==> src/rtl/toaplan2_snd_mixer_if.sv <==
// toaplan2_snd_mixer_if: channel samples, gains and mute in; mixed sample and status out.
interface toaplan2_snd_mixer_if #(parameter int CH = 4, parameter int W = 16, parameter int WOUT = 16);
   logic                   CEN;
   logic [CH*W-1:0]        CH_DATA;
   logic [CH*8-1:0]        CH_GAIN;
   logic [CH-1:0]          CH_MUTE;
   logic signed [WOUT-1:0] MIXED;
   logic                   SAMPLE;
   logic                   PEAK;
   logic                   BUSY;
   logic                   OVERRUN;
   modport master (output CEN, CH_DATA, CH_GAIN, CH_MUTE, input MIXED, SAMPLE, PEAK, BUSY, OVERRUN);
   modport slave (input CEN, CH_DATA, CH_GAIN, CH_MUTE, output MIXED, SAMPLE, PEAK, BUSY, OVERRUN);
endinterface

==> src/rtl/toaplan2_snd_mixer.sv <==
// toaplan2_snd_mixer: one-MAC-per-clock N-channel mixer with slew-limited 4.4 gains
// and a saturating registered output.
module toaplan2_snd_mixer #(
   parameter int CH = 4,
   parameter int W = 16,
   parameter int WOUT = 16,
   parameter int RAMP_STEP = 0
) (
   input logic CLK,
   input logic RESET,
   toaplan2_snd_mixer_if.slave bus
);
   localparam int CW = $clog2(CH);
   localparam int AW = W + 8 + CW;
   localparam logic [7:0] STEP = RAMP_STEP > 255 ? 8'd255 : 8'(RAMP_STEP);
   localparam logic signed [AW-1:0] MAXV = AW'((64'sd1 <<< (WOUT - 1)) - 64'sd1);
   localparam logic signed [AW-1:0] MINV = ~MAXV;
   typedef enum logic [1:0] {IDLE, ACC, OUT} state_t;
   state_t state, nxt_state;
   logic [CW-1:0] cnt;
   logic signed [AW-1:0] acc, sh;
   logic signed [W+8:0] prod;
   logic signed [W-1:0] snap [CH];
   logic [7:0] cur_gain [CH], tgt [CH], diff [CH], nxt_gain [CH];
   logic signed [WOUT-1:0] mixed;
   logic sample, peak, overrun, accept, sat;
   assign accept = state == IDLE && bus.CEN && !sample;
   always_comb
      for (int i = 0; i < CH; i++) begin
         tgt[i] = bus.CH_MUTE[i] ? 8'd0 : bus.CH_GAIN[i*8 +: 8];
         diff[i] = tgt[i] > cur_gain[i] ? tgt[i] - cur_gain[i] : cur_gain[i] - tgt[i];
         nxt_gain[i] = (RAMP_STEP == 0 || diff[i] <= STEP) ? tgt[i] :
                       tgt[i] > cur_gain[i] ? cur_gain[i] + STEP : cur_gain[i] - STEP;
      end
   // signed sample times unsigned gain, widened so the product never wraps
   assign prod = (W+9)'(snap[cnt]) * (W+9)'($signed({1'b0, cur_gain[cnt]}));
   assign sh = acc >>> 4;
   assign sat = sh > MAXV || sh < MINV;
   always_ff @(posedge CLK)
      state <= RESET ? IDLE : nxt_state;
   always_comb
      nxt_state = state == IDLE ? (accept ? ACC : IDLE) :
                  state == ACC ? (cnt == CW'(CH - 1) ? OUT : ACC) : IDLE;
   always_comb
      bus.BUSY = state != IDLE;
   always_ff @(posedge CLK)
      if (RESET) begin
         acc <= '0;
         cnt <= '0;
         mixed <= '0;
         sample <= 1'b0;
         peak <= 1'b0;
         overrun <= 1'b0;
         for (int i = 0; i < CH; i++) cur_gain[i] <= 8'd0;
      end else begin
         sample <= state == OUT;
         if (bus.CEN && !accept) overrun <= 1'b1;
         if (accept) begin
            for (int i = 0; i < CH; i++) begin
               snap[i] <= bus.CH_DATA[i*W +: W];
               cur_gain[i] <= nxt_gain[i];
            end
            acc <= '0;
            cnt <= '0;
         end
         if (state == ACC) begin
            acc <= acc + AW'(prod);
            cnt <= cnt + 1'b1;
         end
         if (state == OUT) begin
            mixed <= WOUT'(sh > MAXV ? MAXV : sh < MINV ? MINV : sh);
            peak <= sat;
         end
      end
   assign bus.MIXED = mixed;
   assign bus.SAMPLE = sample;
   assign bus.PEAK = peak;
   assign bus.OVERRUN = overrun;
endmodule

==> src/flat_wrapper.sv <==
// flat-port wrapper written by rule: the top's interface ports become plain ports
module toaplan2_snd_mixer_flat 
#(
   parameter int CH = 4,
   parameter int W = 16,
   parameter int WOUT = 16,
   parameter int RAMP_STEP = 0
)
  (CLK, RESET, bus_CEN, bus_CH_DATA, bus_CH_GAIN, bus_CH_MUTE, bus_MIXED, bus_SAMPLE, bus_PEAK, bus_BUSY, bus_OVERRUN);
  toaplan2_snd_mixer_if #(.CH(CH), .W(W), .WOUT(WOUT)) bus_i ();
  input logic CLK;
  input logic RESET;
  input wire logic [$bits(bus_i.CEN)-1:0] bus_CEN;
  input wire logic [$bits(bus_i.CH_DATA)-1:0] bus_CH_DATA;
  input wire logic [$bits(bus_i.CH_GAIN)-1:0] bus_CH_GAIN;
  input wire logic [$bits(bus_i.CH_MUTE)-1:0] bus_CH_MUTE;
  output wire logic [$bits(bus_i.MIXED)-1:0] bus_MIXED;
  output wire logic [$bits(bus_i.SAMPLE)-1:0] bus_SAMPLE;
  output wire logic [$bits(bus_i.PEAK)-1:0] bus_PEAK;
  output wire logic [$bits(bus_i.BUSY)-1:0] bus_BUSY;
  output wire logic [$bits(bus_i.OVERRUN)-1:0] bus_OVERRUN;
  assign bus_i.CEN = bus_CEN;
  assign bus_i.CH_DATA = bus_CH_DATA;
  assign bus_i.CH_GAIN = bus_CH_GAIN;
  assign bus_i.CH_MUTE = bus_CH_MUTE;
  assign bus_MIXED = bus_i.MIXED;
  assign bus_SAMPLE = bus_i.SAMPLE;
  assign bus_PEAK = bus_i.PEAK;
  assign bus_BUSY = bus_i.BUSY;
  assign bus_OVERRUN = bus_i.OVERRUN;
  toaplan2_snd_mixer #(.CH(CH), .W(W), .WOUT(WOUT), .RAMP_STEP(RAMP_STEP)) u_core (.CLK(CLK), .RESET(RESET), .bus(bus_i));
endmodule
==> config.mk <==
export PLATFORM = sky130hd
export DESIGN_NAME = toaplan2_snd_mixer_flat
export DESIGN_NICKNAME = d
export VERILOG_FILES = /design/src/rtl/toaplan2_snd_mixer_if.sv /design/src/rtl/toaplan2_snd_mixer.sv /design/src/flat_wrapper.sv
export SDC_FILE = /design/constraint.sdc
export NUM_CORES = 1
export LEC_CHECK = 0
export CAP_MARGIN = 25
export CORE_AREA = 2 2 169 171
export CTS_CLUSTER_SIZE = 20
export DETAILED_ROUTE_END_ITERATION = 16
export DIE_AREA = 0 0 171 173
export DONT_BUFFER_PORTS = 1
export PLACE_DENSITY_LB_ADDON = 0.15
export SLEW_MARGIN = 20
export SYNTH_ARGS = -nofsm -noshare
export SYNTH_HDL_FRONTEND = slang
export SYNTH_SLANG_ARGS = --single-unit
==> constraint.sdc <==
create_clock -name CLK -period 7.7 [get_ports CLK]
set_input_delay 1.54 -clock CLK [delete_from_list [all_inputs] [get_ports CLK]]
set_output_delay 1.54 -clock CLK [all_outputs]
set_load 0.005 [all_outputs]
After elaboration in Yosys (flattened, before gate mapping). Memories as Yosys holds them, arrays and structs flattened. A register that Yosys moved wholly into a read port is not among the register bits. Cells that the tools add are included.

Word-level logic and storage cells: 57. Memories: 2. Register bits after elaboration: 49. Bits of input ports: 103. Output and inout bits: 20. RAM bits: 96.

Memories: u_core.snap (words 4, bits a word 16, read ports 1, clocked after Yosys merged registers in 1, wr ports 4, RTL line toaplan2_snd_mixer.sv:23) `logic signed [W-1:0] snap [CH];`; u_core.cur_gain (words 4, bits a word 8, read ports 1, clocked after Yosys merged registers in 1, wr ports 4, RTL line toaplan2_snd_mixer.sv:24) `logic [7:0] cur_gain [CH], tgt [CH], diff [CH], nxt_gain [CH];`.

Multipliers: 1. Muxes and demuxes: 27. Reductions and logical operators: 9. Magnitude comparators: 2. Bitwise logic cells: 4. $add $sub $neg: 2. Equality and inequality tests: 3.

Operator list (number): 8-bit two-way mux (8); 26-bit two-way mux (2); 16-bit two-way mux (2); 26-bit by 25-bit adder with 26-bit output (1); 16-bit by 9-bit multiplier with 25-bit output (1); 22-bit by 16-bit greater-than comparator with 1-bit output (second input constant) (1); 22-bit by 16-bit < comparator with 1-bit output (second input constant) (1); 2-bit two-way mux (9); 1-bit two-way mux (6); 2-bit == test (second input constant) (2); 1-bit OR (4); 2-bit nonzero test (2); 1-bit logical AND (3); 2-bit by 1-bit adder with 2-bit output (second input constant) (1); 2-bit by 1-bit == test with 1-bit output (second input constant) (1); 1-bit zero test (2); 2-bit zero test (1); 1-bit logical OR (1).

Logic depth before layout (Yosys ltp).
Depth in word-level cells: 7. Mapped depth: 24. Mapped depth without buffers: 21.

Worst setup path after synthesis. Ideal clock, no wire load.

Path type: register to register. Start point: register (tool-made name). End point: register u_core.acc[19]. Data required time: 7.583 ns. Period minus slack after synthesis: 5.971 ns. Stages on the path, launching flop included: 25. Buffers on the path: 3. Path slack: 1.729 ns. Data arrival time: 5.854 ns. Cell sequence: dfxtp_1 > buf_1 > clkbuf_1 > mux4_2 > clkbuf_1 > nand2_1 > fa_1 > inv_1 > fa_1 > inv_1 > fa_1 > inv_1 > fa_1 > inv_1 > fa_1 > inv_1 > ha_1 > nand4_1 > nand2_1 > o22ai_1 > a211oi_1 > nor2_1 > o311ai_2 > xor2_1 > a22o_1.

RTL lines: end signal: assignment (RTL line toaplan2_snd_mixer.sv:67) `acc <= acc + AW'(prod);`; end: declaration (RTL line toaplan2_snd_mixer.sv:21) `logic signed [AW-1:0] acc, sh;`.

==> Implementation_results.wiki <==
{| class="wikitable"
! Metric !! Value
|-
| Max Freq || 149 MHz
|-
| Residual DRC count || 0
|-
| Detailed router's first-iteration violation count || 427
|-
| Start point of the worst min-delay path || u_core.bus.MIXED[11]
|-
| Data required time of the worst path || 8070 ps
|-
| Cell variety after synth || 48
|-
| Number of nets at the end of the flow || 1291
|-
| Cell taking the most area after synthesis || sky130_fd_sc_hd__edfxtp_1
|-
| Global-route wire length before repair || 38800 microns
|-
| Post-synth net total || 1296
|-
| Dominant cell by count in the synthesized netlist || sky130_fd_sc_hd__inv_1
|-
| Setup slack of the critical path after layout || 1010 ps
|-
| Std-Cell Rows || 61
|-
| Buffers inserted by post-CTS timing repair || 0
|-
| Via count of the first global-routing pass || 7318
|-
| CP endpoint kind || flop
|-
| ANT nets after route || 0
|-
| Internal cell power || 2.28 mW
|-
| Remaining global-route overflow || 0
|-
| Synthesized instance count || 1009
|-
| Post-synthesis area per instance || 10.9 sq um
|-
| Measured slew at the worst slew-check pin || 957 ps
|-
| Fraction of synthesized cell area taken by the top area cell type || 0.263
|-
| Post-CTS resize count || 0
|-
| Via density per instance || 4.93
|-
| Biggest area contributors in the synthesized netlist || sky130_fd_sc_hd__edfxtp_1, sky130_fd_sc_hd__fa_1, sky130_fd_sc_hd__dfxtp_1
|-
| Share of total power in sequential cells || 0.229
|-
| FFs w/ async S/R, synth || 0
|-
| Drt total wl || 23600 microns
|-
| Number of synthesis warnings || 0
|-
| Setup clock skew after layout || 16.0 ps
|-
| Post-synthesis instance area || 11000 sq um
|-
| Top post-synthesis cells by count || sky130_fd_sc_hd__inv_1, sky130_fd_sc_hd__fa_1, sky130_fd_sc_hd__and2_1
|-
| Setup repair after global routing missed its margin || no
|-
| Placeable core region || 27600 sq um
|-
| Final-layout worst hold slack || 471 ps
|-
| Multi-input gate area || 6280 sq um
|-
| Fin Setup TNS || 0 ps
|-
| Leakage power || 5.24 nW
|-
| Antenna diode instance count || 0
|-
| Buffer type at the clock tree root || sky130_fd_sc_hd__clkbuf_16
|-
| Maximum clock path buffer count || 2
|-
| Placed cells || 1362
|-
| Sink Count || 147
|-
| Floorplan die area || 29600 sq um
|-
| Number of CTS-inserted buffers || 17
|-
| Category of the critical setup timing path || reg -> reg
|-
| Maximum number of pins on one net before global-route repair || 65
|-
| Fraction of the yosys area taken by sequential cells || 0.356
|-
| Number of levels the H-tree was split into || 4
|-
| Relative contribution of combinational cells to total power || 0.568
|-
| Final Setup Violations || 0
|-
| Remaining max-slew budget at the tightest pin || 0.362
|-
| Global placement routability congestion || 0.812
|-
| Share of cells above drive strength 1 || 0.0718
|-
| Most common flop cell mapped by yosys || sky130_fd_sc_hd__edfxtp_1
|-
| Count of flip-flops with a built-in enable after synthesis || 96
|-
| Share of total power consumed by net switching || 0.448
|-
| Layout overhead on the synthesized area || 9.27%
|-
| Clock power share || 0.203
|-
| Highest ir drop seen on vdd || 0.188 mV
|-
| Pre-antenna DRT Iters || 4
|-
| Hold bufs inserted after CTS || 0
|-
| Setup Slack @ Placement || 909 ps
|-
| Arrival time of the worst setup path || 7060 ps
|-
| Average routed wire per standard cell || 16.9 microns
|-
| Fillers || 2734
|-
| Biggest fanout along the worst timing path || 21
|-
| Type of the tightest min-delay check || reg -> reg
|-
| Critical path startpoint category || flop
|-
| Fin crit period || 6690 ps
|-
| Switch Pwr || 1.85 mW
|-
| Max-slew violation count || 0
|-
| Total I/O pin count || 123
|-
| Final cell count without fillers || 1395
|-
| Die width || 171 microns
|-
| Starting utilization of the core area || 0.397
|-
| Clock-pin slew reported for the worst setup and hold paths after clock tree synthesis || 70 ps
|-
| Final hold vios || 0
|-
| Global routing usage summed across all routing layers || 0.168
|-
| Post-detailed-placement half-perimeter wirelength || 18200 microns
|-
| Total number of vias || 6884
|-
| Status || complete, no violations
|-
| TritonCTS clock tree || built
|-
| Worst-Skew Late Latency || 430 ps
|-
| Total of buffers placed on input and output ports || 0
|-
| Sequential cell area || 3910 sq um
|-
| Pwr/cell area || 344 nW/um^2
|-
| Post-synthesis sequential element count || 147
|-
| Maximum Capacitance Violations || 0
|-
| Total power after layout || 4.12 mW
|-
| Initial antenna violation count || 0
|-
| Period utilization || 0.869
|-
| Floorplan die height || 173 microns
|}
-- power by group through the flow --
stage / sequential, mW / clock (mW) / combinational, mW
CTS: 0.946 / 0.852 / 2.39
floorplan: 0.943 / 0 / 1.90
global placement: 0.963 / 0 / 2.36
detailed placement: 0.963 / 0 / 2.37
finish: 0.944 / 0.835 / 2.34
global route: 0.952 / 0.888 / 2.71
-- metal layers --
metal / wire (microns) / GRT usage / vias up / part of all wire
li1: - / - / 3281 / -
met1: 10200 / 0.218 / 3484 / 0.43
met2: 12400 / 0.293 / 104 / 0.53
met3: 682 / 0.0284 / 15 / 0.029
met4: 312 / 0.0417 / 0 / 0.013
met5: 0 / 0 / - / 0
-- final cells by class --
cell class,instances,area share
flip-flops and latches,147,0.326
multi-input cells,650,0.523
well taps,378,0.0394
clock inverters,15,0.0139
repair buffers,7,0.00543
inverters,181,0.0567
clock buffers,17,0.0355
-- stage by stage --
| stage | area [sq um] | utilization |
|---|---|---|
| 2_1_floorplan | 11000 | - |
| 3_3_place_gp | 11400 | 0.412 |
| 3_5_place_dp | 11400 | 0.412 |
| 4_1_cts | 12000 | 0.433 |
| 5_1_grt | 12000 | 0.434 |
| 6_report | 12000 | 0.434 |
-- cell families after synthesis --
group	after synthesis	synth area share
adder cells (fa/ha/maj)	184	0.295
multiplexers	29	0.0539
AND/OR/NAND/NOR	278	0.127
AO/OA/AOI/OAI	136	0.0763
XOR/XNOR	23	0.0184
flip-flops	147	0.356
buffers and inverters	212	0.0733
-- state kept, by name (all words and copies together) (netlist names), named ones only --
signal / count
u_core.snap: 64
u_core.cur_gain: 32
u_core.acc: 26
u_core.bus.MIXED: 16
u_core.cnt: 2
u_core.state: 2
u_core.bus.OVERRUN: 1
u_core.bus.PEAK: 1
u_core.bus.SAMPLE: 1
-- critical path, cell delays in order, from the launching register on --
cell,delay (ps)
sky130_fd_sc_hd__dfxtp_2,830
sky130_fd_sc_hd__mux4_2,780
sky130_fd_sc_hd__nand2_1,230
sky130_fd_sc_hd__fa_1,540
sky130_fd_sc_hd__fa_1,530
sky130_fd_sc_hd__inv_1,50
sky130_fd_sc_hd__fa_1,500
sky130_fd_sc_hd__fa_1,540
sky130_fd_sc_hd__inv_1,50
sky130_fd_sc_hd__fa_1,520
sky130_fd_sc_hd__inv_1,40
sky130_fd_sc_hd__ha_1,400
sky130_fd_sc_hd__nand4_1,190
sky130_fd_sc_hd__nor2_1,300
sky130_fd_sc_hd__nand4_1,150
sky130_fd_sc_hd__a211oi_1,300
sky130_fd_sc_hd__nor2_1,150
sky130_fd_sc_hd__mux2i_1,220
sky130_fd_sc_hd__a41oi_1,130
sky130_fd_sc_hd__a21oi_1,140
-- layout by cell type (no fill, tap or decap), types with 4 or more instances in the layout --
cell type | synthesis | final
sky130_fd_sc_hd__nand4_1 | 5 | 5
sky130_fd_sc_hd__mux2i_1 | 4 | 4
sky130_fd_sc_hd__a21o_1 | 11 | 11
sky130_fd_sc_hd__clkbuf_16 | 0 | 17
sky130_fd_sc_hd__clkinv_8 | 0 | 4
sky130_fd_sc_hd__ha_1 | 59 | 59
sky130_fd_sc_hd__nand2_1 | 99 | 99
sky130_fd_sc_hd__a21oi_1 | 45 | 45
sky130_fd_sc_hd__dfxtp_1 | 51 | 50
sky130_fd_sc_hd__xnor2_1 | 14 | 14
sky130_fd_sc_hd__clkinvlp_4 | 0 | 4
sky130_fd_sc_hd__nor3_1 | 7 | 7
sky130_fd_sc_hd__nor2b_1 | 4 | 4
sky130_fd_sc_hd__and2_1 | 107 | 107
sky130_fd_sc_hd__a22oi_1 | 8 | 8
sky130_fd_sc_hd__inv_1 | 181 | 180
sky130_fd_sc_hd__buf_4 | 0 | 6
sky130_fd_sc_hd__mux4_2 | 24 | 24
sky130_fd_sc_hd__nand3_1 | 5 | 5
sky130_fd_sc_hd__and3_1 | 5 | 5
sky130_fd_sc_hd__xor2_1 | 9 | 9
sky130_fd_sc_hd__edfxtp_1 | 96 | 96
sky130_fd_sc_hd__inv_8 | 0 | 4
sky130_fd_sc_hd__nand2b_1 | 4 | 4
sky130_fd_sc_hd__nor2_1 | 34 | 34
sky130_fd_sc_hd__o21ai_0 | 38 | 38
sky130_fd_sc_hd__fa_1 | 125 | 125
sky130_fd_sc_hd__a211oi_1 | 5 | 5
-- final timing paths --
| kind | slack [ps] | end | cells after the start |
|---|---|---|---|
| setup / recovery | 1010 | u_core.acc[25] | 19 |
| hold / removal | 470 | u_core.bus.MIXED[11] | 2 |
| setup reg to reg | 1010 | u_core.acc[25] | 19 |
| hold reg to reg | 470 | u_core.bus.MIXED[11] | 2 |
Note: power is estimated with default switching activity, not from simulation.
